$ cat config.mk
export PLATFORM = sky130hd
export DESIGN_NAME = cru_chain
export DESIGN_NICKNAME = d
export VERILOG_FILES = /design/src/rtl/cru_chain.sv
export SDC_FILE = /design/constraint.sdc
export NUM_CORES = 1
export LEC_CHECK = 0
export ABC_AREA = 0
export CORE_MARGIN = 3
export CORE_UTILIZATION = 65
export CTS_BUF_LIST = sky130_fd_sc_hd__clkbuf_2
export DETAILED_ROUTE_END_ITERATION = 7
export PLACE_DENSITY_LB_ADDON = 0.15
export SLEW_MARGIN = 20
export SYNTH_ARGS = -nofsm -noshare
export SYNTH_HDL_FRONTEND = slang
export SYNTH_SLANG_ARGS = --single-unit
$ cat constraint.sdc
create_clock -name clk -period 15.8 [get_ports clk]
set_input_delay 3.95 -clock clk [delete_from_list [all_inputs] [get_ports clk]]
set_output_delay 3.95 -clock clk [all_outputs]
set_load 0.005 [all_outputs]
$ cat src/rtl/cru_chain.sv
// cru_chain: N cascaded clock-enable dividers off one clock, with ordered reset release, soft reset,
// and ratio reprogramming applied only at a wrap. Define CRU_PULSE_CNT_EN to add the en_cnt pulse counters.
module cru_chain #(
  parameter int                 N           = 3,
  parameter int                 DIV_W       = 16,
  parameter logic [N*DIV_W-1:0] DIV_INIT    = {16'd30, 16'd250, 16'd1},
  parameter int                 SYNC_STAGES = 2
) (
  input  logic                                 clk,
  input  logic                                 reset,
  input  logic [N-1:0]                         soft_rst_req,
  input  logic                                 div_wr,
  input  logic [((N > 1) ? $clog2(N) : 1)-1:0] div_sel,
  input  logic [DIV_W-1:0]                     div_val,
  output logic [N-1:0]                         div_pending,
  output logic [N-1:0]                         en_o,
  output logic [N-1:0]                         rst_o,
  output logic                                 ready
`ifdef CRU_PULSE_CNT_EN
  ,
  output logic [N*16-1:0]                      en_cnt
`endif
);

  localparam int SEL_W = (N > 1) ? $clog2(N) : 1;

  logic [SYNC_STAGES-1:0] r_base_sync;
  logic                   w_rst_base;
  logic [DIV_W-1:0]       r_cnt    [N];
  logic [DIV_W-1:0]       r_div    [N];
  logic [DIV_W-1:0]       r_shadow [N];
  logic [SYNC_STAGES-1:0] r_rst_sr [N];
  logic [N-1:0]           r_pending;
  logic                   r_ready;
  logic [N-1:0]           w_parent_rst;
  logic [N-1:0]           w_en_in;
  logic [N-1:0]           w_rst_set;
  logic [DIV_W-1:0]       w_div_new;

  assign w_rst_base  = r_base_sync[SYNC_STAGES-1];
  assign w_div_new   = (div_val == '0) ? DIV_W'(1) : div_val;
  assign div_pending = r_pending;
  assign ready       = r_ready;

  always_ff @(posedge clk or posedge reset) begin
    if (reset) r_base_sync <= '1;
    else       r_base_sync <= {r_base_sync[SYNC_STAGES-2:0], 1'b0};
  end

  always_comb begin
    rst_o = '0;
    for (int k = 0; k < N; k++) rst_o[k] = r_rst_sr[k][SYNC_STAGES-1];
  end

  // Parent reset and enable ripple down the chain, so a child pulse always nests inside its parent's.
  always_comb begin
    logic w_par;
    logic w_en_prev;
    logic w_soft;
    w_parent_rst = '0;
    w_en_in      = '0;
    w_rst_set    = '0;
    en_o         = '0;
    w_par        = w_rst_base;
    w_en_prev    = 1'b1;
    w_soft       = 1'b0;
    for (int k = 0; k < N; k++) begin
      w_soft          = w_soft | soft_rst_req[k];
      w_parent_rst[k] = w_par;
      w_en_in[k]      = w_en_prev & ~w_par;
      en_o[k]         = w_en_in[k] & (r_cnt[k] == (r_div[k] - DIV_W'(1)));
      w_rst_set[k]    = w_par | w_soft;
      w_par           = rst_o[k];
      w_en_prev       = en_o[k];
    end
  end

  always_ff @(posedge clk or posedge reset) begin
    if (reset) begin
      for (int k = 0; k < N; k++) begin
        r_cnt[k]    <= '0;
        r_div[k]    <= DIV_INIT[k*DIV_W +: DIV_W];
        r_shadow[k] <= DIV_INIT[k*DIV_W +: DIV_W];
        r_rst_sr[k] <= '1;
      end
      r_pending <= '0;
      r_ready   <= 1'b0;
    end else begin
      for (int k = 0; k < N; k++) begin
        if (w_parent_rst[k])  r_cnt[k] <= '0;
        else if (w_en_in[k])  r_cnt[k] <= en_o[k] ? '0 : r_cnt[k] + DIV_W'(1);

        if (w_rst_set[k])     r_rst_sr[k] <= '1;
        else if (en_o[k])     r_rst_sr[k] <= {r_rst_sr[k][SYNC_STAGES-2:0], 1'b0};

        // A new ratio lands only at a wrap (or while the counter is held), so no period is cut short.
        if (r_pending[k] && (en_o[k] || w_parent_rst[k])) begin
          r_div[k]     <= r_shadow[k];
          r_pending[k] <= 1'b0;
        end
        if (div_wr && (div_sel == SEL_W'(k))) begin
          r_shadow[k]  <= w_div_new;
          r_pending[k] <= 1'b1;
        end
      end
      r_ready <= ~|rst_o;
    end
  end

`ifdef CRU_PULSE_CNT_EN
  logic [15:0] r_pcnt [N];

  // Cleared on the same edge that asserts rst_o, so the count reads zero for the whole reset window.
  always_ff @(posedge clk or posedge reset) begin
    if (reset) begin
      for (int k = 0; k < N; k++) r_pcnt[k] <= '0;
    end else begin
      for (int k = 0; k < N; k++) begin
        if (w_rst_set[k] || rst_o[k]) r_pcnt[k] <= '0;
        else if (en_o[k])             r_pcnt[k] <= r_pcnt[k] + 16'd1;
      end
    end
  end

  always_comb begin
    en_cnt = '0;
    for (int k = 0; k < N; k++) en_cnt[k*16 +: 16] = r_pcnt[k];
  end
`endif

endmodule

==> flow_summary.yaml, run 1 <==
critical_path:
  path_cells: "inv_1 -> ha_1 -> or3b_1 -> nor4b_2 -> xor2_1 -> o311a_1 -> or4_4 -> inv_6 -> or2b_1 -> inv_1 -> clkdlybuf4s50_1"
  critPathLaunchType: "register"
  cp_data_required_time_ns: 11.85
  r2r_cells: 10
  crit_top_cell: "inv_1"
  worstSetupPathType: "register to primary output"
  slowest_stage: "or4_4"
  crit_fanout: 10
  endpoint_kind: "primary output"
  cpPeakStageDelay_ns: 0.61
  arrival_ns: 4.53
die:
  ios: 34
  die_h_um: 121
  die-area_mm2: 0.0146
  dieWidth_um: 121
  core_mm2: 0.0128
  initial_utilization_pct: 67.1
  rows: 41
worst_hold_path:
  min_path_type: "register to register"
  min_path_cells: 0
finish:
  area_delta_synth_final_pct: 7.77
  final_cells: 1003
  final_common_cell: "dfrtp_1"
  nFillCells: 964
  drive_gt1_share_pct: 21.2
  nets: 847
  final_cell_mix: "dfrtp_1, mux2_2, nor2_1, nand2_1, xor2_1"
global_route:
  globalRouteOverflowTotal: 0
  grt_pass1_vias: 6300
  grt_max_degree: 85
  grt_pass1_wl_um: 32700
  grt_util_all_layers_pct: 28.8
  antenna_found_initial: 1
timing:
  slew_headroom_pct: 31.4
  finalClockSkew_ns: 0.0343
  slew_viol_final: 0
  fin_crit_sh_pct: 53.7
  period_minus_slack_ns: 8.48
  hold_viol: 0
  tns_ns: 0
  fmax_mhz: 118
  holdWs_ns: 0.377
  rsz0062_at_grt: "no"
  tightestPinTransition_ns: 1.01
  finalSetupViolCount: 0
  worst_slack_ns: 7.32
yosys:
  synth_top_family_by_area: "simple AND/OR/NAND/NOR gates"
  synthCells: 799
  ys_seq_elements: 156
  yosys.area_share.adder_pct: 0.876
  async_flop_share_pct: 100
  synthXorXnorAreaFrac_pct: 8.39
  synth_mux_area_share_pct: 13.1
  synth_top_area_cell: "dfrtp_1"
  synthesis.area_mm2: 0.00857
  syn_area_per_cell_um2: 10.7
  synth_compound_area_share_pct: 10.7
  yosysUniqueCellTypes: 89
  synth-edff-count: 0
  netlist_top_cells_area: "dfrtp_1, mux2_2, dfstp_2"
  synth-simple-area-share_pct: 17.4
  yosysSeqAreaShare_pct: 46.0
  syn_nets: 829
  yosys_warnings: 0
  yosys_most_used_dff: "dfrtp_1"
  synth_top_area_share_pct: 36.8
routing:
  first_pass_iters: 5
  route.vias.total: 6336
  wl_per_cell_um: 20.0
  ant_nets: 0
  vias_per_cell: 6.32
  drc_errors: 0
  drtIter0Drc: 569
  routed_wl_um: 20000
run:
  maxCapViolCount: 0
clock_network:
  clock-sinks: 156
  clk_pin_slew_worst_paths_ns: 0.23
  worstSkewPairLatency_ns: 0.77
  postCtsHoldBufs: 0
  cts-htree-levels: 4
  clockRootBuffer: "clkbuf_2"
  cts_made_buffers: 17
  ctsLongestPathBuffers: 2
  tritoncts: "done"
  ctsResizeCount: 0
  post_cts_buffers: 0
place:
  place_ws_ns: 8.18
  placedCellCount: 970
  globalplace.congestion: 0.937
  port_buffers: 33
  dp_hpwl_um: 14300
run_status:
  status: "completed"
power:
  powerDensity_mw_per_mm2: 117
  vdd_drop_max_mv: 0.110
  p_leak_nw: 3.71
## final timing paths
check / startpoint / end / slack (ns)
worst max-delay path: r_div[32] / en_o[1] / 7.32
worst min-delay path: r_base_sync[0] / r_base_sync[1] / 0.38
worst max register to register: r_div[32] / r_div[16] / 11.23
worst min register to register: r_base_sync[0] / r_base_sync[1] / 0.38
max in group asynchronous: reset / r_shadow[6] / 11.00
min in group asynchronous: reset / r_cnt[23] / 3.62
## worst max-delay path: cells and delay by family, from the launching register on
kind	cells	cell delay, ns
fa+ha+maj	1	0.27
flops	1	0.45
simple gates	4	1.79
xor+xnor	1	0.12
compound gates	1	0.35
buf+inv	4	0.79
## per-stage QoR
step | instance area [µm²] | utilization (%) | total power, mW
2_1_floorplan | 8570 | - | 0.767
3_3_place_gp | 8960 | 70.1 | 0.825
3_5_place_dp | 8960 | 70.1 | 0.841
4_1_cts | 9230 | 72.3 | 1.08
5_1_grt | 9240 | 72.3 | 1.14
6_report | 9240 | 72.3 | 1.08
## synthesized netlist by cell type, drive strengths merged, types with 7 or more instances
cell type,number
mux2,94
nor2,55
a21oi,22
nand2,57
dfrtp,126
buf,16
xnor2,35
inv,28
or4,8
a211oi,7
or3,14
dfstp,30
clkbuf,20
nand3b,8
nor4,15
nand4,10
and3,12
o21ai,23
xor2,42
nor3,24
nand3,29
## cell families after synthesis
kind of cell | after synthesis
buffers and inverters | 65
AND/OR/NAND/NOR | 269
other | 1
multiplexers | 97
flip-flops | 156
AO/OA/AOI/OAI | 126
XOR/XNOR | 79
adder cells (fa/ha/maj) | 6
## report_power, final
group          internal, mW  switching [mW]
Sequential            0.476          0.0838
Combinational         0.141           0.137
Clock                0.0910           0.151
## registers in the layout, indices dropped and copies added (netlist names)
signal	count
r_div	48
ready	1
r_cnt	48
r_rst_sr	3
r_base_sync	2
r_shadow	48
div_pending	3
rst_o	3
## cell type report
cell class / count / area, µm² / share of cell area, %
diodes: 1 / 2.50 / 0.0271
clock inverters: 15 / 185 / 2.00
flip-flops and latches: 156 / 3940 / 42.7
clock buffers: 17 / 85.1 / 0.921
inverters: 29 / 119 / 1.29
multi-input cells: 578 / 4340 / 47.0
repair buffers: 35 / 349 / 3.78
well taps: 172 / 215 / 2.33
## metal layers
layer	up-vias	track usage [%]	wire length [µm]
met4	0	9.56	313
met5	-	0	0
li1	2949	-	-
met3	24	4.91	1160
met1	3171	39.6	8830
met2	192	46.6	9720
No activity file was read; power rests on OpenSTA's default activity.
==> inputs of run 2 (changes only) <==
--- a/config.mk
+++ b/config.mk
@@ -7,7 +7,7 @@
 export LEC_CHECK = 0
 export ABC_AREA = 0
 export CORE_MARGIN = 3
-export CORE_UTILIZATION = 65
+export CORE_UTILIZATION = 57
 export CTS_BUF_LIST = sky130_fd_sc_hd__clkbuf_2
 export DETAILED_ROUTE_END_ITERATION = 7
 export PLACE_DENSITY_LB_ADDON = 0.15
==> constraint.sdc (replaced) <==
create_clock -name clk -period 6.9 [get_ports clk]
set_input_delay 1.725 -clock clk [delete_from_list [all_inputs] [get_ports clk]]
set_output_delay 1.725 -clock clk [all_outputs]
set_load 0.005 [all_outputs]
==> run 2 against run 1 <==
Critical endpoint unchanged. Wire length decreased by 2.8%. Via count fell by 0.33%. Non-clock buffer count up 3. Count of clock-buffer cells in the layout unchanged. Utilization is 9.1 points lower. Clock skew increased by 0.017 ns. Critical path type unchanged.
==> flow_summary.yaml, run 2 (synthesized netlist as in run 1, its figures left out) <==
place:
  globalplace.congestion: 0.932
  dp_hpwl_um: 14200
  port_buffers: 33
  placed_cell_area_mm2: 0.00899
  placedCellCount: 985
global_route:
  globalRouteOverflowTotal: 0
  grt_pass1_wl_um: 31700
  grt_util_all_layers_pct: 24.3
  grt_pass1_vias: 6090
  grt_max_degree: 66
  antenna_found_initial: 0
worst_hold_path:
  min_from: "r_base_sync[0]"
  holdPathEnd: "r_base_sync[1]"
  min_path_cells: 0
  min_path_type: "register to register"
power:
  p_leak_nw: 3.71
  vdd_drop_max_mv: 0.158
  powerDensity_mw_per_mm2: 262
  finalPower_mw: 2.42
critical_path:
  arrival_ns: 4.55
  endpoint_kind: "primary output"
  r2r_cells: 10
  rr_endpoint: "r_div[16]"
  cp_data_required_time_ns: 5.18
  r2r_setup_slack_ns: 2.26
  crit_fanout: 10
  worstSetupPathType: "register to primary output"
  r2r_start: "r_div[33]"
  critPathLaunchType: "register"
timing:
  fin_crit_sh_pct: 90.9
  rsz0062_at_grt: "no"
  hold_viol: 0
  finalSetupViolCount: 0
  period_minus_slack_ns: 6.27
  tns_ns: 0
  slew_viol_final: 0
  tightestPinTransition_ns: 1.03
  fmax_mhz: 159
  slew_headroom_pct: 31.3
  finalClockSkew_ns: 0.0514
finish:
  nets: 850
  final_cells: 1017
  final_common_cell: "dfrtp_1"
  area_delta_synth_final_pct: 7.94
  finalInstanceArea_mm2: 0.00925
  top_regs: "r_cnt (48), r_div (48), r_shadow (48)"
  nFillCells: 1169
  drive_gt1_share_pct: 21.6
  final_cell_mix: "dfrtp_1, mux2_2, nor2_1, nand2_1, xor2_1"
  finish.utilization_pct: 63.2
  diodes: 0
clock_network:
  postCtsHoldBufs: 0
  cts_made_buffers: 17
  cts-htree-levels: 4
  post_cts_buffers: 0
  ctsResizeCount: 0
  clockRootBuffer: "clkbuf_2"
  worstSkewPairLatency_ns: 0.75
  clk_pin_slew_worst_paths_ns: 0.28
  clock-sinks: 156
  ctsLongestPathBuffers: 2
  tritoncts: "done"
routing:
  drtIter0Drc: 452
  first_pass_iters: 5
  route.vias.total: 6315
  ant_nets: 0
  vias_per_cell: 6.21
  routed_wl_um: 19500
  wl_per_cell_um: 19.1
  drc_errors: 0
die:
  core_mm2: 0.0146
  die_h_um: 129
  ios: 34
  dieWidth_um: 129
  rows: 44
  die-area_mm2: 0.0165
  initial_utilization_pct: 58.5
run_status:
  status: "completed"
run:
  maxCapViolCount: 0
## run 2: worst max path at each step
stage	from	end	slack, ns	cells after the start
after detailed placement	r_div[33]	en_o[1]	1.47	11
final	r_div[33]	en_o[1]	0.63	11
after global routing	r_div[33]	en_o[1]	0.30	11
after global placement	r_div[33]	en_o[1]	1.57	10
after CTS	r_div[33]	en_o[1]	0.58	11
after floorplan	reset	div_pending[0]	1.02	1
## run 2: area by class of cell
type	count	area, µm²	area share, %
Inverter	29	119	1.28
Sequential cell	156	3940	42.6
Tap cell	184	230	2.49
Clock inverter	15	175	1.89
Clock buffer	17	85.1	0.920
Multi-Input combinational cell	578	4330	46.8
Timing Repair Buffer	38	368	3.98
## run 2: per-stage QoR
| step | hold WS, ns | setup WS, ns |
|---|---|---|
| 2_1_floorplan | 0.345 | 1.02 |
| 3_3_place_gp | 0.348 | 1.57 |
| 3_5_place_dp | 0.349 | 1.47 |
| 4_1_cts | 0.377 | 0.575 |
| 5_1_grt | 0.385 | 0.297 |
| 6_report | 0.377 | 0.630 |
## run 2: power by group
group	total (mW)	switching, mW	leakage (nW)	internal, mW
combinational	0.636	0.308	1.64	0.328
clock	0.511	0.388	0.149	0.123
sequential	1.28	0.186	1.92	1.09
total	2.42	0.882	3.71	1.54
## run 2: per-layer routing
layer	global-route usage [%]	vias up	part of all wire [%]
li1	-	2962	-
met1	35.2	3170	47
met2	37.6	152	46
met3	4.32	31	4.1
met4	7.72	0	2.0
met5	0	-	0
## run 2: worst max-delay path, cell delays in order (launching register included)
cell and delay, ns:
dfrtp_1 0.48, inv_1 0.07, ha_1 0.26, or3b_1 0.51, nor4b_2 0.39, xor2_1 0.12
o311a_1 0.36, or4_4 0.61, inv_6 0.13, or2b_1 0.28, inv_1 0.09, clkdlybuf4s50_1 0.50
